<file path="src/rtl/contador_regressivo_8bits_pkg.sv">
// contador_regressivo_8bits: shared width default and FSM state encoding.
// Optional periodic mode selected by macro AUTO_RECARGA_EN.
package contador_regressivo_8bits_pkg;

   localparam int WIDTH_PADRAO = 8;

   typedef enum logic [1:0] {
      EST_OCIOSO = 2'b00,
      EST_CONTA  = 2'b01,
      EST_FIM    = 2'b10
   } estado_t;

endpackage

</file>
<file path="src/rtl/contador_regressivo_8bits_if.sv">
// contador_regressivo_8bits: control/data bundle between user and counter.
// The master drives load/value/enable; the counter (slave) returns status.
interface contador_regressivo_8bits_if
   import contador_regressivo_8bits_pkg::*;
#(
   parameter int WIDTH = WIDTH_PADRAO
) ();

   logic             LOAD;
   logic [WIDTH-1:0] VALOR;
   logic             ENABLE;
   logic [WIDTH-1:0] Q;
   logic             BUSY;
   logic             ZERO;
   logic             DONE;

   modport master (
      output LOAD, VALOR, ENABLE,
      input  Q, BUSY, ZERO, DONE
   );

   modport slave (
      input  LOAD, VALOR, ENABLE,
      output Q, BUSY, ZERO, DONE
   );

endinterface

</file>
<file path="src/rtl/contador_regressivo_8bits_decrementador8bits.sv">
// contador_regressivo_8bits: ripple-borrow decrementer built from gates.
// A bit flips when every lower bit is zero (borrow propagates through).
module decrementador8bits #(
   parameter int WIDTH = 8
) (
   input  wire [WIDTH-1:0] a_i,
   output wire [WIDTH-1:0] d_o
);

   wire [WIDTH-1:0] b;

   assign b[0] = 1'b1;

   genvar i;
   generate
      for (i = 0; i < WIDTH; i++) begin : g_bit
         xor g_x (d_o[i], a_i[i], b[i]);
         if (i < WIDTH - 1) begin : g_brw
            wire na;
            not g_n (na, a_i[i]);
            and g_a (b[i+1], b[i], na);
         end
      end
   endgenerate

endmodule

</file>
<file path="src/rtl/contador_regressivo_8bits_flipflopbase.sv">
// contador_regressivo_8bits: single-bit storage cell, no enable.
// Synchronous active-high clear; holding is done by the caller's D mux.
module flipflopbase (
   input  logic clk_i,
   input  logic rst_i,
   input  logic d_i,
   output logic q_o
);

   // One bit of state, cleared synchronously.
   always_ff @(posedge clk_i) begin
      if (rst_i) q_o <= 1'b0;
      else       q_o <= d_i;
   end

endmodule

</file>
<file path="src/rtl/contador_regressivo_8bits.sv">
// contador_regressivo_8bits: loadable down-counter with one-cycle DONE.
// Define AUTO_RECARGA_EN for periodic reload from the last loaded value.
module contador_regressivo_8bits
   import contador_regressivo_8bits_pkg::*;
#(
   parameter int WIDTH = WIDTH_PADRAO
) (
   input logic                     CLOCK,
   input logic                     RESET,
   contador_regressivo_8bits_if.slave bus
);

   localparam logic [WIDTH-1:0] UM = WIDTH'(1);

   logic [WIDTH-1:0] q_q, q_d, dec;
   estado_t          est_q, est_d;
   logic             busy_q, done_q;
`ifdef AUTO_RECARGA_EN
   logic [WIDTH-1:0] rec_q, rec_d;
`endif

   decrementador8bits #(.WIDTH(WIDTH)) u_dec (
      .a_i (q_q),
      .d_o (dec)
   );

   genvar i;
   generate
      for (i = 0; i < WIDTH; i++) begin : g_ff
         flipflopbase u_ff (
            .clk_i (CLOCK),
            .rst_i (RESET),
            .d_i   (q_d[i]),
            .q_o   (q_q[i])
         );
      end
   endgenerate

   // Next count, next state and reload value; LOAD wins over ENABLE.
   always_comb begin
      est_d = est_q;
      q_d   = q_q;
`ifdef AUTO_RECARGA_EN
      rec_d = rec_q;
`endif
      case (est_q)
         EST_OCIOSO, EST_FIM: begin
            if (bus.LOAD) begin
               q_d   = bus.VALOR;
               est_d = (bus.VALOR == '0) ? EST_FIM : EST_CONTA;
`ifdef AUTO_RECARGA_EN
               rec_d = bus.VALOR;
`endif
            end else if (est_q == EST_FIM) begin
`ifdef AUTO_RECARGA_EN
               if (rec_q != '0) begin
                  q_d   = rec_q;
                  est_d = EST_CONTA;
               end else begin
                  est_d = EST_OCIOSO;
               end
`else
               est_d = EST_OCIOSO;
`endif
            end
         end
         EST_CONTA: begin
            if (bus.LOAD) begin
               q_d   = bus.VALOR;
               est_d = (bus.VALOR == '0) ? EST_FIM : EST_CONTA;
`ifdef AUTO_RECARGA_EN
               rec_d = bus.VALOR;
`endif
            end else if (bus.ENABLE) begin
               if (q_q > UM) begin
                  q_d = dec;
               end else begin
                  q_d   = '0;
                  est_d = EST_FIM;
               end
            end
         end
         default: begin
            q_d   = '0;
            est_d = EST_OCIOSO;
         end
      endcase
   end

   // State register with BUSY/DONE registered from the next state.
   always_ff @(posedge CLOCK) begin
      if (RESET) begin
         est_q  <= EST_OCIOSO;
         busy_q <= 1'b0;
         done_q <= 1'b0;
`ifdef AUTO_RECARGA_EN
         rec_q  <= '0;
`endif
      end else begin
         est_q  <= est_d;
         busy_q <= (est_d == EST_CONTA);
         done_q <= (est_d == EST_FIM);
`ifdef AUTO_RECARGA_EN
         rec_q  <= rec_d;
`endif
      end
   end

   assign bus.Q    = q_q;
   assign bus.BUSY = busy_q;
   assign bus.DONE = done_q;
   assign bus.ZERO = (q_q == '0);

endmodule

</file>
<file path="src/flat_wrapper.sv">
// flat-port wrapper written by rule: the top's interface ports become plain ports
module contador_regressivo_8bits_flat import contador_regressivo_8bits_pkg::*;
#(
   parameter int WIDTH = WIDTH_PADRAO
)
  (CLOCK, RESET, bus_LOAD, bus_VALOR, bus_ENABLE, bus_Q, bus_BUSY, bus_ZERO, bus_DONE);
  contador_regressivo_8bits_if #(.WIDTH(WIDTH)) bus_i ();
  input logic CLOCK;
  input logic RESET;
  input wire logic [$bits(bus_i.LOAD)-1:0] bus_LOAD;
  input wire logic [$bits(bus_i.VALOR)-1:0] bus_VALOR;
  input wire logic [$bits(bus_i.ENABLE)-1:0] bus_ENABLE;
  output wire logic [$bits(bus_i.Q)-1:0] bus_Q;
  output wire logic [$bits(bus_i.BUSY)-1:0] bus_BUSY;
  output wire logic [$bits(bus_i.ZERO)-1:0] bus_ZERO;
  output wire logic [$bits(bus_i.DONE)-1:0] bus_DONE;
  assign bus_i.LOAD = bus_LOAD;
  assign bus_i.VALOR = bus_VALOR;
  assign bus_i.ENABLE = bus_ENABLE;
  assign bus_Q = bus_i.Q;
  assign bus_BUSY = bus_i.BUSY;
  assign bus_ZERO = bus_i.ZERO;
  assign bus_DONE = bus_i.DONE;
  contador_regressivo_8bits #(.WIDTH(WIDTH)) u_core (.CLOCK(CLOCK), .RESET(RESET), .bus(bus_i));
endmodule
</file>
<file path="config.mk">
export PLATFORM = sky130hd
export DESIGN_NAME = contador_regressivo_8bits_flat
export DESIGN_NICKNAME = d
export VERILOG_FILES = /design/src/rtl/contador_regressivo_8bits_pkg.sv /design/src/rtl/contador_regressivo_8bits_if.sv /design/src/rtl/contador_regressivo_8bits_decrementador8bits.sv /design/src/rtl/contador_regressivo_8bits_flipflopbase.sv /design/src/rtl/contador_regressivo_8bits.sv /design/src/flat_wrapper.sv
export SDC_FILE = /design/constraint.sdc
export NUM_CORES = 1
export LEC_CHECK = 0
export CAP_MARGIN = 15
export CORE_UTILIZATION = 45
export CTS_CLUSTER_DIAMETER = 200
export CTS_CLUSTER_SIZE = 12
export DETAILED_ROUTE_END_ITERATION = 6
export GPL_ROUTABILITY_DRIVEN = 1
export PLACE_DENSITY = 0.85
export SLEW_MARGIN = 10
export SYNTH_ARGS = -nofsm -noshare
export SYNTH_HDL_FRONTEND = slang
export SYNTH_SLANG_ARGS = --single-unit
</file>
<file path="constraint.sdc">
create_clock -name CLOCK -period 4.95 [get_ports CLOCK]
set_clock_uncertainty 0.05 [all_clocks]
set_input_delay 0.7425 -clock CLOCK [delete_from_list [all_inputs] [get_ports CLOCK]]
set_output_delay 0.7425 -clock CLOCK [all_outputs]
set_load 0.02 [all_outputs]
</file>
==> metrics.txt, run 1 <==
post-CTS setup buffer count 0; Worst Path Required 4160 ps; vias 692; P_sw 0.0000853 W; root buffer cell clkbuf_4; fmax 374 MHz; Multi-input gate area 402 µm²; sequential-to-total area share from yosys stat 0.312; area growth from synthesis to layout 26.5%; synth top area cells dfxtp_1 31%, ha_1 11%, buf_4 8.8%; Synth Flop Type dfxtp_1; Clock power frac 0.288; Reg area 240 µm²; Routability Congestion 0.748; first-pass GRT wire length 2590 µm; TritonCTS Sinks 12; cell taking the most area after synthesis dfxtp_1; fillers 126; post-synth top area share 0.312; yosys warns 0; Hold Vio Cnt, Final 0; WL/cell 13.8 µm; worst slew pin tran 785 ps; initial core utilization 0.494; H-tree levels 1; Yosys reg bits 12; slew margin rel. 0.474; Comb power frac 0.314; final WL 1620 µm; Post-synth top cells 15 x inv_1, 12 x dfxtp_1, 9 x buf_4, 8 x a211oi_1; vias per std cell 5.91; ys async rst share 0; Post-DRT Antenna Nets 0; cts bufs inserted 3; Total GRT Usage 0.187; Unique masters post-synth 25; Final setup violation count 0; internal power 0.000190 W; Placed Instances 113; CP max FO 3; placed cell area 938 µm²; core area 0.00156 mm²; Port Buffers 22; Startpoint Class register; I/O Pins 23; type of the worst setup path reg2out; leak pwr 0.403 nW; post-synthesis cell count 85; post-layout minimum cycle time 2670 ps; total gr overflow 0; layout cells sized above 1 0.0891; vias in the first global route 613; antenna violations before repair 0; drt pass-1 iters 6; Mapped Nets 104; outcome complete, but fails checks; Layout Cells excl Fill 117; Die Footprint 0.00188 mm²; clk buf depth 2; syn_area_per_cell 9.07 µm²; largest net degree at the start of global routing 15; final cycle utilization of the critical path 0.540; row count 14; max cap viols 0; cts repair resizes 0; setup TNS 0 ps; failing checks DRC; Worst-Skew Late Latency 280 ps; DIE WIDTH 43.4 µm; clk slew on worst S/H paths 80 ps; height of the die 43.4 µm; CTS tree yes; initial DRC count 17; fin. max-slew vios 0; top-count cell post-synth inv_1; critical path endpoint category output port; PwrDens 283 mW/mm²; sequential share of power 0.398; synthesized area 771 µm²; switching portion of total power 0.310; unrepaired setup endpoints after global routing false; # DRC 2; EDFF count, synth 0; hold crit path type reg2reg; fin nets 121; CTS hold repair buffers 0; diode count 0; CP Data Arrival Time 1880 ps; design area 975 µm²; Worst IR Drop VDD 0.151 mV; Post-DP HPWL 1230 µm
[placed cells by master (no fill, tap or decap)]
cell type        netlist  routed
o32ai_1                1       1
dfxtp_1               12      12
nor4_1                 1       1
inv_1                 15      15
ha_1                   7       7
nor4_2                 1       1
a21o_2                 1       1
o21a_1                 1       1
nand4_1                1       1
a21oi_1                4       4
a31oi_4                1       1
or3b_4                 1       1
o21ai_1                1       1
o22a_1                 1       1
or2_1                  1       1
a21boi_2               1       1
nor3_1                 1       1
nor2_1                 3       3
nand3_1                2       2
a221oi_1               7       7
a211oi_1               8       8
clkbuf_4               0       3
clkbuf_8               0       1
and3_1                 2       2
clkdlybuf4s50_1        0      22
o211a_1                2       2
[worst max-delay path: stages (launching register included)]
cell	delay, ps
dfxtp_1	340
nor4_2	450
and3_1	220
clkdlybuf4s50_1	590
[flip-flops by register name, summed over array words and instances (netlist names)]
name,flops
u_core.bus.BUSY,1
u_core.bus.DONE,1
u_core.est_q,2
u_core.g_ff.u_ff.q_o,8
[worst paths after layout]
| kind | startpoint | to | slack (ps) | cells past startpoint |
|---|---|---|---|---|
| worst min-delay path | u_core.g_ff[6].u_ff.q_o$_SDFFE_PP0P_ | u_core.g_ff[6].u_ff.q_o$_SDFFE_PP0P_ | 470 | 2 |
| worst max register to register | u_core.g_ff[0].u_ff.q_o$_SDFFE_PP0P_ | u_core.g_ff[6].u_ff.q_o$_SDFFE_PP0P_ | 2730 | 10 |
| worst min register to register | u_core.g_ff[6].u_ff.q_o$_SDFFE_PP0P_ | u_core.g_ff[6].u_ff.q_o$_SDFFE_PP0P_ | 470 | 2 |
| worst max-delay path | u_core.g_ff[3].u_ff.q_o$_SDFFE_PP0P_ | bus_ZERO | 2280 | 3 |
[through the flow]
| stage | utilization | power [W] | setup slack (ps) | hold WS (ps) |
|---|---|---|---|---|
| finish | 0.625 | 0.000275 | 2280 | 472 |
| global route | 0.625 | 0.000291 | 2200 | 505 |
| CTS | 0.625 | 0.000277 | 2260 | 474 |
| detailed placement | 0.602 | 0.000198 | 2390 | 459 |
| global placement | 0.602 | 0.000195 | 2440 | 449 |
| floorplan | - | 0.000172 | 2910 | 420 |
[cell type report]
class	count	area share
clock buffers	4	0.0372
inverters	15	0.0578
multi-input cells	48	0.412
flip-flops and latches	12	0.246
well taps	16	0.0205
repair buffers	22	0.226
[power by group through the flow]
stage                     Sequential [W]   Clock, W  Combinational (W)
final                           0.000110  0.0000793          0.0000865
after global routing            0.000111  0.0000851          0.0000953
after CTS                       0.000110  0.0000811          0.0000865
after detailed placement        0.000112          0          0.0000861
after global placement          0.000112          0          0.0000828
after floorplan                 0.000112          0          0.0000598
[logic make-up after synthesis]
kind of cell             after synthesis  synth area share
AND/OR/NAND/NOR                       13             0.106
AO/OA/AOI/OAI                         28             0.302
flip-flops                            12             0.312
adder cells (fa/ha/maj)                7             0.114
buffers and inverters                 25             0.167
[per-layer routing]
metal,vias to the layer above,track usage,share of wire
li1,338,-,-
met1,317,0.244,0.47
met2,32,0.279,0.44
met3,5,0.0250,0.059
met4,0,0.144,0.028
met5,-,0,0
(Power assumes the default switching activity.)
==> run 2: changes to the inputs <==
- CORE_UTILIZATION: 45 -> 41
- PLACE_DENSITY: 0.85 -> 0.82
- clock period: 4.95 -> 2.2 ns (I/O delays scaled with it)
==> metrics.txt, run 2 (synthesis results as in run 1) <==
Hold Vio Cnt, Final 0 (unchanged); diode count 0 (unchanged); Post-DRT Antenna Nets 0 (unchanged); clk buf depth 2 (unchanged); DIE WIDTH 45.4 µm (+4.5%); vias 737 (+6.5%); CTS tree yes; core area 0.00175 mm² (+12%); clk slew on worst S/H paths 80 ps (about the same); drt pass-1 iters 4 (-2); hold crit path type reg2reg; final WL 1800 µm (+11%); Final setup violation count 0 (unchanged); initial core utilization 0.442 (-0.0528); H-tree levels 1 (unchanged); Startpoint Class register; largest net degree at the start of global routing 15 (unchanged); initial DRC count 17 (unchanged); layout cells sized above 1 0.189 (+0.0996); worst-case reg-to-reg path depth 10 (unchanged); CTS hold repair buffers 0 (unchanged); Worst-Skew Late Latency 280 ps (about the same); leak pwr 0.434 nW (+7.7%); root buffer cell clkbuf_4; # DRC 0 (-2); final cycle utilization of the critical path 0.939; TritonCTS Sinks 12 (unchanged); max reg flops 8 (unchanged); outcome completed; CP Cell Sequence inv_2 -> ha_4 -> ha_1 -> ha_1 -> ha_1 -> ha_1 -> ha_1 -> inv_1 -> a221oi_2 -> a211oi_1; fin. max-slew vios 0 (unchanged); vias in the first global route 683 (+11%); total gr overflow 0 (unchanged); height of the die 45.4 µm (+4.5%); Port Buffers 22 (unchanged); Total GRT Usage 0.198 (+0.0109); CP Data Arrival Time 2170 ps (+290 ps); commonest non-fill, non-tap cell in the layout clkdlybuf4s50_1; Routability Congestion 0.827 (+11%); Worst IR Drop VDD 0.364 mV (+140%); crit-path most repeated cell ha_1; crit path from u_core.g_ff[0].u_ff.q_o$_SDFFE_PP0P_; Die Footprint 0.00206 mm² (+9.3%); Worst Path Required 2300 ps (-1860 ps); vias per std cell 5.63 (-4.9%); setup TNS 0 ps (unchanged); slew margin rel. 0.716 (+0.241); CP max FO 3 (unchanged); area growth from synthesis to layout 35.4%; Worst R2R Start u_core.g_ff[0].u_ff.q_o$_SDFFE_PP0P_; Slowest cell on crit path dfxtp_2; critical path endpoint category register; most frequent cells in the layout 21 x clkdlybuf4s50_1, 13 x inv_1, 10 x dfxtp_1; PwrDens 614 mW/mm² (+120%); Top reg by flops u_core.g_ff.u_ff.q_o; row count 15 (+1); crit path to u_core.g_ff[6].u_ff.q_o$_SDFFE_PP0P_; reg2reg end u_core.g_ff[6].u_ff.q_o$_SDFFE_PP0P_; biggest registers after layout u_core.g_ff.u_ff.q_o (8), u_core.est_q (2); antenna violations before repair 0 (unchanged); worst slew pin tran 425 ps (-361 ps); fmax 484 MHz; WL/cell 13.7 µm (-0.46%); first-pass GRT wire length 2900 µm (+12%); cts bufs inserted 3 (unchanged); hold slack final 464 ps (-8.42 ps); type of the worst setup path reg2reg; Tot Pwr 0.000640 W (+130%); unrepaired setup endpoints after global routing false; I/O Pins 23 (unchanged); fin nets 126 (+4.1%); max cap viols 0 (unchanged); Largest stage delay, worst path 350 ps (-240 ps); Reg2Reg Setup Slack 130 ps (-2600 ps); Post-DP HPWL 1370 µm (+11%); post-layout minimum cycle time 2070 ps
run 2: cell types whose count changed in the layout (fill, tap and decap cells not counted), sizes merged:
cell           delta
clkdlybuf4s50     -1
buf               +5
dlygate4sd2       +1
run 2: final cells by class:
class	instances	area, µm²
Tap cell	25	31.3
Multi-Input combinational cell	48	420
Timing Repair Buffer	27	256
Sequential cell	12	243
Fill cell	170	702
Inverter	15	56.3
Clock buffer	4	36.3
run 2: timing repair:
action                     CTS  global route
resized for setup            2             6
setup endpoints to repair    2             3
buffers inserted             0             1
run 2: metal layers:
layer	up-vias	global-route usage	routed length, µm
li1	347	-	-
met1	365	0.237	746
met2	25	0.357	971
met3	0	0.0600	84
met4	0	0.0182	0
met5	-	0	0
run 2: per-stage QoR:
step / area, µm² / std cells / worst slack, ps / utilization
4_1_cts: 1020 / 130 / 0.366 / 0.582
3_5_place_dp: 980 / 126 / 17.6 / 0.561
3_3_place_gp: 980 / 126 / 74.6 / 0.561
6_report: 1040 / 131 / 135 / 0.598
2_1_floorplan: 771 / 85 / 156 / -
5_1_grt: 1040 / 131 / 28.0 / 0.598
run 2: report_power, final:
group	internal, W	total (W)	leakage (nW)	switching, W
clock network	0.000101	0.000179	0.0210	0.0000782
logic	0.000105	0.000213	0.313	0.000108
registers	0.000234	0.000249	0.100	0.0000146
run 2: worst max-delay path: cells and delay by family (launching register included):
family                   cells  cell delay [ps]
adder cells (fa/ha/maj)      6             1120
flip-flops                   1              350
AO/OA/AOI/OAI                2              300
buffers and inverters        2              110
run 2: worst min-delay path by stage:
stage | startpoint | slack (ps) | cells past startpoint | end
after floorplan | u_core.g_ff[2].u_ff.q_o$_SDFFE_PP0P_ | 420 | 2 | u_core.g_ff[2].u_ff.q_o$_SDFFE_PP0P_
after global placement | u_core.g_ff[6].u_ff.q_o$_SDFFE_PP0P_ | 460 | 2 | u_core.g_ff[6].u_ff.q_o$_SDFFE_PP0P_
after detailed placement | u_core.g_ff[4].u_ff.q_o$_SDFFE_PP0P_ | 460 | 2 | u_core.g_ff[4].u_ff.q_o$_SDFFE_PP0P_
after CTS | u_core.g_ff[4].u_ff.q_o$_SDFFE_PP0P_ | 470 | 2 | u_core.g_ff[4].u_ff.q_o$_SDFFE_PP0P_
after global routing | u_core.g_ff[4].u_ff.q_o$_SDFFE_PP0P_ | 490 | 2 | u_core.g_ff[4].u_ff.q_o$_SDFFE_PP0P_
final | u_core.g_ff[4].u_ff.q_o$_SDFFE_PP0P_ | 460 | 2 | u_core.g_ff[4].u_ff.q_o$_SDFFE_PP0P_
